## config.mk

```make
export PLATFORM = sky130hd
export DESIGN_NAME = sea_de_ctrl
export DESIGN_NICKNAME = d
export VERILOG_FILES = /design/src/rtl/sea_de_ctrl.sv
export SDC_FILE = /design/constraint.sdc
export NUM_CORES = 1
export LEC_CHECK = 0
export ABC_AREA = 1
export BUFFER_PORTS_ARGS = -buffer_cell sky130_fd_sc_hd__buf_2
export CAP_MARGIN = 20
export CORE_AREA = 5 5 190 192
export DETAILED_ROUTE_END_ITERATION = 7
export DIE_AREA = 0 0 195 197
export GPL_TIMING_DRIVEN = 0
export PLACE_DENSITY_LB_ADDON = 0.3
export SETUP_SLACK_MARGIN = 0.15
export SYNTH_ARGS = -nofsm -noshare
export SYNTH_HDL_FRONTEND = slang
export SYNTH_SLANG_ARGS = --single-unit
```

## constraint.sdc

```tcl
create_clock -name clk -period 2.15 [get_ports clk]
set_clock_uncertainty 0.15 [all_clocks]
set_input_delay 0.1075 -clock clk [delete_from_list [all_inputs] [get_ports clk]]
set_output_delay 0.1075 -clock clk [all_outputs]
set_load 0.1 [all_outputs]
```

## src/rtl/sea_de_ctrl.sv

```systemverilog
// Iterative SEA decryption sequencer: one block in, NR reverse-key rounds through an external round datapath, one block out.
// Latency: NR+1 cycles from input accept to out_valid; one block per NR+2 cycles with out_ready held high.
// Backpressure: in_ready is low from accept until the output handshake completes; DONE holds data until out_ready.
module sea_de_ctrl #(
  parameter int NR         = 16,
  parameter int RW         = $clog2(NR),
  parameter bit FINAL_SWAP = 1'b1
) (
  input  logic          clk,
  input  logic          rst,
  input  logic          in_valid,
  output logic          in_ready,
  input  logic [47:0]   in_l,
  input  logic [47:0]   in_r,
  output logic [RW-1:0] key_idx,
  input  logic [47:0]   key_in,
  output logic [47:0]   rf_nl,
  output logic [47:0]   rf_nr,
  output logic [47:0]   rf_k,
  input  logic [47:0]   rf_l,
  input  logic [47:0]   rf_r,
  input  logic          abort,
  output logic          out_valid,
  input  logic          out_ready,
  output logic [47:0]   out_l,
  output logic [47:0]   out_r,
  output logic          busy
);

  localparam logic [RW-1:0] RND_LAST = RW'(NR - 1);

  typedef enum logic [1:0] {
    S_IDLE = 2'd0,
    S_RUN  = 2'd1,
    S_DONE = 2'd2
  } state_t;

  state_t        state, state_nxt;
  logic [47:0]   l_q, r_q, l_nxt, r_nxt;
  logic [RW-1:0] rnd, rnd_nxt;

  // Keys are consumed last-to-first, so the index counts down as rnd counts up.
  assign key_idx = RND_LAST - rnd;
  assign rf_nl   = l_q;
  assign rf_nr   = r_q;
  assign rf_k    = key_in;

  // in_ready is gated by rst so no block can slip in while the synchronous reset is still landing.
  assign in_ready  = (state == S_IDLE) && !rst;
  assign out_valid = (state == S_DONE);
  assign busy      = (state == S_RUN) || (state == S_DONE);
  assign out_l     = FINAL_SWAP ? r_q : l_q;
  assign out_r     = FINAL_SWAP ? l_q : r_q;

  // Next-state and datapath update selection; abort overrides every transition and leaves L/R alone.
  always_comb begin
    state_nxt = state;
    l_nxt     = l_q;
    r_nxt     = r_q;
    rnd_nxt   = rnd;
    if (abort) begin
      state_nxt = S_IDLE;
      rnd_nxt   = '0;
    end else begin
      case (state)
        S_IDLE: begin
          if (in_valid) begin
            l_nxt     = in_l;
            r_nxt     = in_r;
            rnd_nxt   = '0;
            state_nxt = S_RUN;
          end
        end
        S_RUN: begin
          l_nxt = rf_l;
          r_nxt = rf_r;
          if (rnd == RND_LAST) begin
            rnd_nxt   = '0;
            state_nxt = S_DONE;
          end else begin
            rnd_nxt = rnd + RW'(1);
          end
        end
        S_DONE: begin
          if (out_ready) begin
            state_nxt = S_IDLE;
          end
        end
        default: begin
          state_nxt = S_IDLE;
          rnd_nxt   = '0;
        end
      endcase
    end
  end

  // State, half-block and round counter registers with synchronous reset.
  always_ff @(posedge clk) begin
    if (rst) begin
      state <= S_IDLE;
      l_q   <= '0;
      r_q   <= '0;
      rnd   <= '0;
    end else begin
      state <= state_nxt;
      l_q   <= l_nxt;
      r_q   <= r_nxt;
      rnd   <= rnd_nxt;
    end
  end

endmodule

```

==> key figures <==
Clock network
  • Root buf cell: clkbuf_16
  • Total CTS buffers: 9
  • CTS tree: done
  • Insertion delay to the later sink of the worst-skew pair: 340 ps
  • H-tree depth: 3
  • Clock Sinks: 102
  • Clock Tree Buf Depth: 2
  • Worst-path clk slew: 70 ps

Synth
  • Synth Area in Compound Gates: 15.9%
  • Yosys top cell area share: 32.5%
  • Syn avg cell area: between 6 and 7 um^2
  • Yosys warning total: 0
  • Netlist Area Pre-Place: 0.00628 mm^2
  • Synth Area in Simple Gates: 21.8%
  • Seq cells post-synth: 102
  • Top_reg_cell synth: dfxtp_1
  • Largest family of logic cells by synthesized area: buffers and inverters
  • Post-synthesis xor/xnor area fraction: 0%
  • Library cell with the largest summed area after synthesis: dfxtp_1
  • Post-synth top cells: 211 x nand2_1, 146 x buf_4, 107 x inv_1
  • Most common cell in the synthesized netlist: nand2_1
  • Register area share after synthesis: between 30% and 40%
  • Asr flop ratio synth: 0%
  • Syn nets: 1193
  • Synth top area cells: dfxtp_1 32%, buf_4 17%, nand2_1 13%
  • Mux contribution to synthesized area: 0%
  • Number of synthesized flops with an enable pin: 0
  • Post-synth cell types: 17
  • Adder-cell share of the synthesized area: 0.996%
  • Post-Syn Instances: 943

Global routing
  • All-Layer GR Usage: 14.4%
  • Vias in the first global route: 8337
  • First-pass GRT wire length: 44700 um
  • Largest net degree at the start of global routing: 19
  • Gr ovfl total: 0
  • Antenna violations before repair: 3

Pwr
  • Static Leak: 0.00585 uW
  • Worst vdd ir: 0.000350 V
  • PD cells: between 700 and 800 mW/mm^2

Routing
  • Vias per inst: 4.01
  • Final ANT Viol Nets: 0
  • Drt total wl: 30100 um
  • DRT Pass-1 Iters: 4
  • Via count: 8134
  • Final routed DRC violation total: 0
  • Detailed Route Iter0 Violations: 165
  • Post-DR wirelength/cell: 14.8 um

Placement
  • Global placer's final weighted congestion: 0.861
  • Inst Count DP: 1840
  • DP HPWL: 22700 um
  • Setup Slack @ Placement: -659 ps
  • Number of port buffers: 442

STA
  • Worst setup margin: 272 ps
  • Min cycle time layout: 1880 ps
  • Hold Slack: -14.0 ps
  • Slew @ Worst Pin: 734 ps
  • Slew margin rel.: 51.1%
  • Period utilisation layout: 87.3%
  • RSZ-0062 raised after global routing: yes
  • Maximum clock frequency: 533 MHz
  • Final setup viols: 0
  • Slew Limit Fails: 0
  • Final Hold Fails: 1

Cells and area
  • Layout cells sized above 1: 42.3%
  • Area grow syn2layout: 79.0%
  • Non-Filler Instances: 2026
  • # nets final: 1815

Worst setup path
  • CP Launch Type: register
  • Worst path arrival time: 2000 ps
  • Worst EP required: 2280 ps
  • Crit Path Category: reg2reg
  • Crit path max fanout: 10
  • Crit path capture type: register

Hold path
  • Hold crit path type: in2reg

Die
  • Die footprint: 0.0384 mm^2
  • Core area: approximately 0.034 mm^2
  • Starting Density: 18.4%
  • Chip width: ~200 um
  • I/O pin cnt: 492
  • Row count: a little under 70
  • DIE HEIGHT: 197 um

Run status
  • Violated checks: hold timing
  • Status: complete, but fails checks

Run
  • Max-Cap Viols: 0
-- path summary, 6_finish.rpt --
kind / cells past startpoint / slack (ps) / end / startpoint
worst max register to register: 11 / 270 / out_l[24]$_SDFFE_PP0P_ / state[1]$_SDFFE_PP0P_
worst min-delay path: 5 / -10 / out_l[18]$_SDFFE_PP0P_ / in_r[18]
worst min register to register: 2 / 330 / out_l[22]$_SDFFE_PP0P_ / out_l[22]$_SDFFE_PP0P_
worst max-delay path: 11 / 270 / out_l[24]$_SDFFE_PP0P_ / state[1]$_SDFFE_PP0P_
-- placed cells by master, fill, tap and decap left out, types with 10 or more instances in the layout --
cell           count
nand3_1           99
o21ai_0           96
inv_1            106
nand2_1          211
dfxtp_1          100
a21oi_1           95
clkbuf_1          26
buf_4            157
dlygate4sd3_1    160
clkbuf_16         10
buf_2            452
-- sequential cells by signal, indices dropped and copies added, names as in the netlist --
register and cells:
out_r 48, out_l 48, rnd 4, state 2
-- report_power, final --
part           total, uW  switching (uW)  internal [uW]
Sequential          2170             139           2030
Combinational       4420            3320           1100
Clock               1630             824            805
-- cell type report --
cell class | instances | area, um^2
tap | 455 | 569
clock inverter | 7 | 57.6
inverter | 107 | 402
buffer | 207 | 1530
antenna | 1 | 2.50
timing repair buffer | 611 | 3920
multi-input combinational | 527 | 2500
clock buffer | 9 | 225
fill | 3688 | 23000
sequential | 102 | 2040
-- logic make-up (layout without fill, tap and decap cells) --
| logic type | after synthesis | count (layout) |
|---|---|---|
| AO/OA/AOI/OAI | 199 | 199 |
| adder cells (fa/ha/maj) | 5 | 5 |
| buffers and inverters | 314 | 941 |
| flip-flops | 102 | 102 |
| other | 0 | 1 |
| AND/OR/NAND/NOR | 323 | 323 |
-- routing by layer --
layer  share of wire, %  up-vias  GRT usage [%]
met2                 51      307           26.7
met4                2.0        0           4.14
met1                 41     3701           17.2
li1                   -     4093              -
met5                  0        -              0
met3                5.4       33           2.31
-- timing repair --
item,CTS,global route
endpoints found under the hold margin,89,0
resized for setup,34,28
pin swaps,3,3
gates cloned,0,1
buffers inserted,5,3
hold buffers,160,0
setup endpoints to repair,102,100
-- per-stage QoR --
step	utilization, %	setup TNS [ps]	hold slack, ps	total power (uW)	area [um^2]
global placement	26.5	-13620	316	6300	9070
finish	32.9	0	-14.0	8220	11200
CTS	32.5	0	0.489	8300	11100
floorplan	-	0	148	5510	6290
global route	32.9	0	20.6	8600	11200
detailed placement	26.5	-15860	324	6300	9070
-- worst max-delay path: stages, from the launching register on --
cell     delay [ps]
dfxtp_2         350
inv_2            60
ha_4            160
buf_12          130
buf_16          140
nor2_4          150
nor2_8           70
nand2_8         110
buf_12          140
buf_6           140
nand2_1          60
a21oi_1         130
Power figures use the tool's default switching activity.
